--- config.mk ---
export PLATFORM = sky130hd
export DESIGN_NAME = tug_of_war_ctrl
export DESIGN_NICKNAME = d
export VERILOG_FILES = /design/src/rtl/tow_pkg.sv /design/src/rtl/key_edge.sv /design/src/rtl/tug_of_war_ctrl.sv
export SDC_FILE = /design/constraint.sdc
export NUM_CORES = 1
export LEC_CHECK = 0
export BUFFER_PORTS_ARGS = -buffer_cell sky130_fd_sc_hd__clkbuf_2
export CORE_UTILIZATION = 60
export CTS_BUF_LIST = sky130_fd_sc_hd__clkbuf_4 sky130_fd_sc_hd__clkbuf_8
export DETAILED_ROUTE_END_ITERATION = 12
export PLACE_DENSITY = 0.84
export SETUP_SLACK_MARGIN = 0.05
export SKIP_CTS_REPAIR_TIMING = 1
export SLEW_MARGIN = 20
export SYNTH_ARGS = -nofsm -noshare
export SYNTH_HDL_FRONTEND = slang
export SYNTH_SLANG_ARGS = --single-unit
--- constraint.sdc ---
create_clock -name clk -period 2.8 [get_ports clk]
set_input_delay 0 -clock clk [delete_from_list [all_inputs] [get_ports clk]]
set_output_delay 0 -clock clk [all_outputs]
set_load 0.03 [all_outputs]
--- src/rtl/tow_pkg.sv ---
// Shared types for the tug-of-war controller:
// FSM state encoding and winner codes.
package tow_pkg;

  typedef enum logic [1:0] {
    PLAY,
    PAUSE,
    OVER
  } tow_state_t;

  localparam logic [1:0] WIN_NONE = 2'b00;
  localparam logic [1:0] WIN_L    = 2'b10;
  localparam logic [1:0] WIN_R    = 2'b01;

endpackage

--- src/rtl/key_edge.sv ---
// Rising-edge detector for one synchronized key level.
// Emits a single-cycle event on the first cycle the key reads high.
module key_edge (
  input  logic clk,
  input  logic reset,
  input  logic key,
  output logic ev
);

  logic key_q;

  always_ff @(posedge clk) begin
    if (!reset) key_q <= 1'b0;
    else        key_q <= key;
  end

  assign ev = key & ~key_q;

endmodule

--- src/rtl/tug_of_war_ctrl.sv ---
// Tug-of-war game controller: playfield light position,
// round scoring and the pause / recenter / game-over sequence.
module tug_of_war_ctrl
  import tow_pkg::*;
#(
  parameter int N_LIGHTS     = 9,
  parameter int SCORE_MAX    = 7,
  parameter int PAUSE_CYCLES = 4
) (
  input  logic                clk,
  input  logic                reset,
  input  logic                key_L,
  input  logic                key_R,
  output logic [N_LIGHTS-1:0] lights,
  output logic [2:0]          score_L,
  output logic [2:0]          score_R,
  output logic [1:0]          winner,
  output logic                game_over
);

  localparam int C  = N_LIGHTS / 2;
  localparam int CW = $clog2(PAUSE_CYCLES + 1);

  localparam logic [N_LIGHTS-1:0] CENTER =
    {{(N_LIGHTS-1){1'b0}}, 1'b1} << C;
  localparam logic [2:0]    SMAX  = 3'(SCORE_MAX);
  localparam logic [CW-1:0] PLOAD = CW'(PAUSE_CYCLES - 1);

  tow_state_t state, state_n;

  logic [N_LIGHTS-1:0] lights_n;
  logic [2:0]          score_L_n;
  logic [2:0]          score_R_n;
  logic [1:0]          winner_n;
  logic                game_over_n;
  logic [CW-1:0]       cnt, cnt_n;

  logic ev_l, ev_r;
  logic mv_l, mv_r;

  key_edge u_edge_l (
    .clk   (clk),
    .reset (reset),
    .key   (key_L),
    .ev    (ev_l)
  );

  key_edge u_edge_r (
    .clk   (clk),
    .reset (reset),
    .key   (key_R),
    .ev    (ev_r)
  );

  // Both players pulling together cancel out.
  assign mv_l = ev_l & ~ev_r;
  assign mv_r = ev_r & ~ev_l;

  always_comb begin
    state_n     = state;
    lights_n    = lights;
    score_L_n   = score_L;
    score_R_n   = score_R;
    winner_n    = winner;
    game_over_n = game_over;
    cnt_n       = cnt;

    unique case (state)
      PLAY: begin
        if (mv_l) begin
          if (lights[N_LIGHTS-1]) begin
            lights_n = '0;
            if (score_L < SMAX)
              score_L_n = score_L + 3'd1;
            cnt_n   = PLOAD;
            state_n = PAUSE;
          end else begin
            lights_n = lights << 1;
          end
        end else if (mv_r) begin
          if (lights[0]) begin
            lights_n = '0;
            if (score_R < SMAX)
              score_R_n = score_R + 3'd1;
            cnt_n   = PLOAD;
            state_n = PAUSE;
          end else begin
            lights_n = lights >> 1;
          end
        end
      end

      PAUSE: begin
        lights_n = '0;
        if (cnt != '0) begin
          cnt_n = cnt - 1'b1;
        end else begin
          unique case (1'b1)
            (score_L == SMAX): begin
              state_n     = OVER;
              game_over_n = 1'b1;
              winner_n    = WIN_L;
            end
            (score_R == SMAX): begin
              state_n     = OVER;
              game_over_n = 1'b1;
              winner_n    = WIN_R;
            end
            default: begin
              lights_n = CENTER;
              state_n  = PLAY;
            end
          endcase
        end
      end

      OVER: begin
      end

      default: state_n = PLAY;
    endcase
  end

  always_ff @(posedge clk) begin
    if (!reset) begin
      state     <= PLAY;
      lights    <= CENTER;
      score_L   <= '0;
      score_R   <= '0;
      winner    <= WIN_NONE;
      game_over <= 1'b0;
      cnt       <= '0;
    end else begin
      state     <= state_n;
      lights    <= lights_n;
      score_L   <= score_L_n;
      score_R   <= score_R_n;
      winner    <= winner_n;
      game_over <= game_over_n;
      cnt       <= cnt_n;
    end
  end

endmodule

==> results of run 1 <==
## kinds of logic after synthesis
logic type / count (synthesis) / share of synthesized area, %
AO/OA/AOI/OAI: 47 / 23.1
adder cells (fa/ha/maj): 9 / 8.60
buffers and inverters: 15 / 4.88
flip-flops: 25 / 38.2
AND/OR/NAND/NOR: 50 / 25.1
## stage by stage
| stage | hold slack [ns] | utilization, % | total power, mW | instance area, sq um |
|---|---|---|---|---|
| after global placement | 0.232 | 70.4 | 0.460 | 1410 |
| after global routing | 0.130 | 72.9 | 0.659 | 1460 |
| after floorplan | 0.127 | - | 0.443 | 1310 |
| final | 0.0960 | 72.9 | 0.633 | 1460 |
| after detailed placement | 0.234 | 70.4 | 0.463 | 1410 |
| after CTS | -0.107 | 71.9 | 0.633 | 1440 |
## cells in the mapped netlist (3+ instances only)
cell type,instances,area (sq um)
sky130_fd_sc_hd__o21a_1,5,37.5
sky130_fd_sc_hd__inv_1,7,26.3
sky130_fd_sc_hd__nor2_1,3,11.3
sky130_fd_sc_hd__clkbuf_1,7,26.3
sky130_fd_sc_hd__ha_1,9,113
sky130_fd_sc_hd__o21ai_0,17,85.1
sky130_fd_sc_hd__and3b_1,6,52.6
sky130_fd_sc_hd__nor2b_1,3,18.8
sky130_fd_sc_hd__a21oi_1,9,45.0
sky130_fd_sc_hd__dfxtp_1,25,500
sky130_fd_sc_hd__nand2_1,10,37.5
sky130_fd_sc_hd__o211a_1,4,40.0
sky130_fd_sc_hd__nor3b_1,8,60.1
sky130_fd_sc_hd__and2_1,5,31.3
## metal layers
metal / GRT usage (%) / wire, microns / vias up
met5: 0 / 0 / -
met1: 32.2 / 1300 / 532
met2: 42.8 / 1310 / 38
met4: 13.7 / 51 / 0
met3: 4.09 / 123 / 8
li1: - / - / 564
## state kept, by name, summed over array words and instances, names as in the netlist, 2 cells and up
| signal | count |
|---|---|
| cnt | 3 |
| lights | 9 |
| score_L | 3 |
| score_R | 3 |
| state | 2 |
| winner | 2 |
## critical path, delay by kind of cell, from the launching register on
| family | cells | cell delay, ns |
|---|---|---|
| fa+ha+maj | 1 | 0.30 |
| buf+inv | 1 | 0.06 |
| compound gates | 1 | 0.15 |
| flops | 1 | 0.32 |
| simple gates | 3 | 1.01 |
## final timing paths
| check | startpoint | end | cells after the start |
|---|---|---|---|
| setup / recovery | u_edge_r.key_q$_SDFF_PN0_ | lights[0]$_SDFFE_PN0P_ | 6 |
| hold / removal | reset | lights[4]$_SDFFE_PN1P_ | 2 |
| setup reg to reg | u_edge_r.key_q$_SDFF_PN0_ | lights[0]$_SDFFE_PN0P_ | 6 |
| hold reg to reg | game_over$_SDFFE_PN0P_ | game_over$_SDFFE_PN0P_ | 1 |
## where the power goes
part / leakage, nW / internal [mW] / total, mW / switching [mW]
logic: 0.425 / 0.0321 / 0.0856 / 0.0535
clock network: 0.0184 / 0.0656 / 0.173 / 0.108
registers: 0.203 / 0.365 / 0.374 / 0.00830
total: 0.647 / 0.463 / 0.633 / 0.169
## cell type report
type / instances / area (sq um)
tap: 27 / 33.8
sequential: 25 / 500
fill: 159 / 542
timing repair buffer: 23 / 125
multi-input combinational: 106 / 744
inverter: 7 / 26.3
clock buffer: 4 / 30.0
==> reports/qor.txt, run 1 <==
========================================================================================
Result of the run                                                              completed
Die span in x                                                               48.7 microns
Chain of cells forming the critical path                                    nand2b_1 > inv_1 > ha_1 > or3_4 > or4b_1 > a21oi_1
Wire length of the first global-routing pass                                     4.77 mm
Slack of the critical path                                                      0.912 ns
Cell area after synthesis                                                     1310 sq um
Highest net fanout along the worst path                                                3
TritonCTS Buffers                                                                      3
Headroom to the max-slew limit                                                     56.9%
Total power divided by cell area                                             433 nW/um^2
Data required time at the worst endpoint                                         3.07 ns
Global router's overall resource usage                                             25.9%
Post-Syn Nets                                                                        159
Number of antenna violations at the first check in global routing                      0
Ys flop type                                                                sky130_fd_sc_hd__dfxtp_1
Die area                                                                      2370 sq um
Minimum setup slack among reg-to-reg paths                                       0.91 ns
Achievable frequency                                                             530 MHz
Final routed wirelength across all metal layers                                  2.79 mm
Clock sink count                                                                      25
Port bufs                                                                             21
Arrival @ worst endpoint                                                         2.16 ns
Top library cells by usage in the layout, fill and taps aside               25 x sky130_fd_sc_hd__dfxtp_1, 21 x sky130_fd_sc_hd__clkbuf_2, 17 x sky130_fd_sc_hd__o21ai_0
Transition at the pin with the smallest max-transition slack                    0.642 ns
Drt first pass iters                                                                   4
Pins over their slew limit                                                             0
Row count                                                                             16
H-tree levels                                                                          1
Worst-skew pair later-pin latency                                                0.33 ns
Largest stage delay, worst path                                                  0.49 ns
Clk_skew                                                                      0.00827 ns
Placed instance count                                                                186
Unrepaired setup endpoints after global routing                                    false
Kind of start point of the critical path                                        register
Register bit total from synthesis                                                     25
Final nets                                                                           179
Hold WC Path Type                                                           primary input to register
Worst slack at placement                                                        0.943 ns
Setup violation total in the final timing report                                       0
Commonest non-fill, non-tap cell in the layout                              sky130_fd_sc_hd__dfxtp_1
Number of global-route vias before repair                                           1069
Number of buffers on the longest clock path                                            2
Number of different library cells in the post-synthesis netlist                       35
Post-DRT Antenna Nets                                                                  0
CTS tree                                                                             yes
Ports placed on the boundary                                                          22
Drc violations                                                                         0
Worst ir drop on vdd                                                          0.000325 V
Initial detailed-routing violation count                                              36
Count of synthesis-stage warnings from yosys                                           0
Category of the worst setup path capture point                                  register
Area Growth Syn to Fin                                                             11.6%
Avg Inst Size Synth                                                           8.96 sq um
Clock period minus final worst setup slack                                       1.89 ns
Accumulated negative setup slack                                                    0 ns
Share of post-route cells with drive strength above 1                              17.6%
Number of instances in the synthesized netlist                                       146
Per-cell routed wire length                                                 14.5 microns
Number of failing hold endpoints at the final stage                                    0
Type of the setup path with the least slack                                 register to register
Leak pwr                                                                        0.647 nW
Count of placed standard cells in the final layout, fillers left out                 192
Die boundary height                                                         48.7 microns
Detailed placement HPWL                                                          1.90 mm
Cell at the slowest stage of the critical path                              sky130_fd_sc_hd__or4b_1
Antenna cell count                                                                     0
Total global routing overflow                                                          0
Clock-pin slew on the worst setup and hold paths                                 0.13 ns
RD Place Congestion                                                                0.793
Pin count of the biggest net entering global routing                                  19
Via-per-instance ratio                                                              5.95
Via count of the routed design                                                      1142
Portion of the clock cycle consumed by the worst path in the final layout          67.4%
Library cell used as clock root buffer                                      sky130_fd_sc_hd__clkbuf_4
Max-Cap Viols                                                                          0
FFs w/ async S/R, synth                                                               0%
Fraction of the yosys area taken by sequential cells                               38.2%
Standard cell core area                                                       2000 sq um
Initial Util                                                                       65.4%
Number of synthesized flops with an enable pin                                         0
========================================================================================
Note: power is estimated with default switching activity, not from simulation.
==> run 2, diff against run 1 <==
- ABC_AREA: default -> 1
- CORE_UTILIZATION: 60 -> 52
- PLACE_DENSITY: 0.84 -> 0.78
- clock period: 2.8 -> 1.7 ns (I/O delays scaled with it)
==> run 2 against run 1 <==
Effect of this change:
- the flow now finishes with violations (hold timing)
- worst setup slack got worse by 0.72 ns
- hold slack got worse by 0.12 ns
- total power up 77%
- die area increased by 15%
- non-clock buffer count increased by 1
- critical path depth increased by 7
- cell area grew 2.1%
- combinational power rose to 2.5 times the previous value
- critical endpoint is now cnt[1]$_SDFFE_PN0P_
- largest power group unchanged
- highest routed layer unchanged
==> reports/qor.txt, run 2 <==
========================================================================================
Die span in x                                                               52.2 microns
Area Growth Syn to Fin                                                             13.9%
Number of buffers on the longest clock path                                            2
Category of the worst setup path capture point                                  register
Cell area after synthesis                                                     1310 sq um
Headroom to the max-slew limit                                                     80.9%
Library cell used as clock root buffer                                      sky130_fd_sc_hd__clkbuf_4
Area of the multi-input gates                                                  684 sq um
Clk_skew                                                                      0.00708 ns
Hold Worst Slack                                                              -0.0220 ns
Largest reg by FF count                                                           lights
Worst slack at placement                                                        0.105 ns
Cell taking the most area after synthesis                                   sky130_fd_sc_hd__dfxtp_1
Portion of the clock cycle consumed by the worst path in the final layout          89.0%
Type of the setup path with the least slack                                 primary input to register
Drc violations                                                                         0
Setup violation total in the final timing report                                       0
FFs w/ async S/R, synth                                                               0%
Worst ir drop on vdd                                                          0.000523 V
Portion of total power attributed to sequential cells                              56.0%
Leak pwr                                                                        0.744 nW
Clock period minus final worst setup slack                                       1.51 ns
Cell types with the largest area share after synthesis                      sky130_fd_sc_hd__dfxtp_1 38%, sky130_fd_sc_hd__nand2_1 14%, sky130_fd_sc_hd__ha_1 8.6%
RD Place Congestion                                                                0.798
Top library cells by usage in the layout, fill and taps aside               48 x sky130_fd_sc_hd__nand2_1, 25 x sky130_fd_sc_hd__dfxtp_1, 21 x sky130_fd_sc_hd__clkbuf_2
Sw frac                                                                            31.3%
Number of synthesized flops with an enable pin                                         0
Placed instance count                                                                229
Flip-flop count of the largest register after layout                                   9
Port bufs                                                                             21
Most repeated cell in the gate-level netlist after synthesis                sky130_fd_sc_hd__nand2_1
CTS tree                                                                             yes
Result of the run                                                           finished with violations
Via count of the routed design                                                      1204
Clock sink count                                                                      25
Ports placed on the boundary                                                          22
Share of post-route cells with drive strength above 1                              23.6%
Achievable frequency                                                             661 MHz
Final routed wirelength across all metal layers                                  2.70 mm
Number of global-route vias before repair                                           1129
Avg Inst Size Synth                                                           7.15 sq um
Worst-skew pair later-pin latency                                                0.33 ns
Largest stage delay, worst path                                                  0.54 ns
Unrepaired setup endpoints after global routing                                    false
Number of antenna violations at the first check in global routing                      0
Fraction of the yosys area taken by sequential cells                               38.2%
Per-cell routed wire length                                                 11.5 microns
Pins over their slew limit                                                             0
Initial detailed-routing violation count                                              21
Count of synthesis-stage warnings from yosys                                           0
Top post-synthesis cells by count                                           48 x sky130_fd_sc_hd__nand2_1, 25 x sky130_fd_sc_hd__dfxtp_1, 20 x sky130_fd_sc_hd__inv_1, 17 x sky130_fd_sc_hd__nor2_1, 15 x sky130_fd_sc_hd__a21oi_1
Wire length of the first global-routing pass                                     4.57 mm
Pin count of the biggest net entering global routing                                  18
Switch Pwr                                                                      0.350 mW
Clock-pin slew on the worst setup and hold paths                                 0.14 ns
Register bit total from synthesis                                                     25
Area taken by flip-flops and latches                                           500 sq um
Hold WC Path Type                                                           primary input to register
H-tree levels                                                                          1
Data required time at the worst endpoint                                         1.95 ns
Transition at the pin with the smallest max-transition slack                    0.286 ns
Power Internal                                                                  0.768 mW
Antenna cell count                                                                     0
Proportion of netlist area held by the largest area contributor                    38.2%
Chain of cells forming the critical path                                    dlygate4sd3_1 > clkbuf_2 > inv_1 > nor2_2 > inv_1 > ha_2 > nand2_2 > nand2_4 > nor2_4 > nand2_2 > nand2_1 > nand2_1 > inv_1
Detailed placement HPWL                                                          1.98 mm
Number of different library cells in the post-synthesis netlist                       20
Drt first pass iters                                                                   4
Total global routing overflow                                                          0
Total power divided by cell area                                             750 nW/um^2
Die boundary height                                                         52.2 microns
Number of failing hold endpoints at the final stage                                    2
Standard cell core area                                                       2300 sq um
Number of fill cells in the layout                                                   216
Total Power Consumption                                                          1.12 mW
Max-Cap Viols                                                                          0
Final nets                                                                           222
Slack of the critical path                                                      0.188 ns
Highest net fanout along the worst path                                               11
Post-DRT Antenna Nets                                                                  0
Die area                                                                      2720 sq um
Part of the power in combinational logic                                           19.2%
Commonest non-fill, non-tap cell in the layout                              sky130_fd_sc_hd__nand2_1
Arrival @ worst endpoint                                                         1.76 ns
Relative contribution of the clock network to total power                          24.7%
Global router's overall resource usage                                             22.7%
Kind of start point of the critical path                                    primary input
Row count                                                                             17
Ys flop type                                                                sky130_fd_sc_hd__dfxtp_1
Cell type with the highest occurrence count on the critical path            sky130_fd_sc_hd__inv_1
Cell at the slowest stage of the critical path                              sky130_fd_sc_hd__dlygate4sd3_1
Number of instances in the synthesized netlist                                       183
Via-per-instance ratio                                                              5.10
Violated checks                                                              hold timing
Count of placed standard cells in the final layout, fillers left out                 236
Initial Util                                                                       57.0%
TritonCTS Buffers                                                                      3
Accumulated negative setup slack                                                    0 ns
Post-Syn Nets                                                                        196
========================================================================================
[run 2: cell count changes in the layout (fill, tap and decap cells not counted), moves of 6 or more]
cell	before	now
sky130_fd_sc_hd__a21oi_1	9	15
sky130_fd_sc_hd__and3b_1	6	0
sky130_fd_sc_hd__inv_1	7	20
sky130_fd_sc_hd__inv_2	0	7
sky130_fd_sc_hd__nand2_1	10	48
sky130_fd_sc_hd__nand2_2	0	7
sky130_fd_sc_hd__nand3_1	2	11
sky130_fd_sc_hd__nor2_1	3	16
sky130_fd_sc_hd__nor3b_1	8	0
sky130_fd_sc_hd__o21ai_0	17	5
[run 2: power by group through the flow]
stage | Sequential (mW) | Combinational (mW) | Clock (mW)
floorplan | 0.657 | 0.150 | 0
global placement | 0.638 | 0.198 | 0
detailed placement | 0.639 | 0.205 | 0
CTS | 0.626 | 0.206 | 0.282
global route | 0.629 | 0.246 | 0.296
finish | 0.627 | 0.215 | 0.276
[run 2: worst max-delay path, delay by kind of cell]
family                   cells  cell delay (ns)
buffers and inverters        5             0.79
AND/OR/NAND/NOR              7             0.59
adder cells (fa/ha/maj)      1             0.37
[run 2: layout make-up]
type	count	area share (%)
clock buffer	3	1.51
clock inverter	1	0.336
inverter	28	7.22
multi-input combinational	127	45.9
sequential	25	33.6
tap	28	2.35
timing repair buffer	24	9.07
[run 2: through the flow]
| stage | cell area [sq um] | utilization, % |
|---|---|---|
| floorplan | 1310 | - |
| global placement | 1420 | 61.9 |
| detailed placement | 1420 | 61.9 |
| CTS | 1450 | 63.1 |
| global route | 1490 | 64.9 |
| finish | 1490 | 64.9 |
[run 2: cells by family after synthesis]
kind of cell | count (synthesis) | share of synthesized area, %
DFF | 25 | 38.2
buffers and inverters | 31 | 10.2
adders and majority gates | 9 | 8.60
AOI/OAI and AO/OA | 21 | 8.13
and+or+nand+nor | 97 | 34.8
[run 2: final timing paths]
path	startpoint	endpoint	slack, ns	cells after the start
max	key_L	cnt[1]$_SDFFE_PN0P_	0.19	13
min	reset	u_edge_l.key_q$_SDFF_PN0_	-0.02	3
max reg2reg	u_edge_l.key_q$_SDFF_PN0_	cnt[1]$_SDFFE_PN0P_	0.19	10
min reg2reg	winner[1]$_SDFFE_PN0P_	winner[1]$_SDFFE_PN0P_	0.48	2
[run 2: per-layer routing]
| layer | up-vias | global-route usage [%] | part of all wire (%) |
|---|---|---|---|
| met4 | 0 | 10.5 | 2.0 |
| met5 | - | 0 | 0 |
| met1 | 549 | 25.9 | 47 |
| met3 | 5 | 2.61 | 2.6 |
| met2 | 24 | 41.9 | 49 |
| li1 | 626 | - | - |
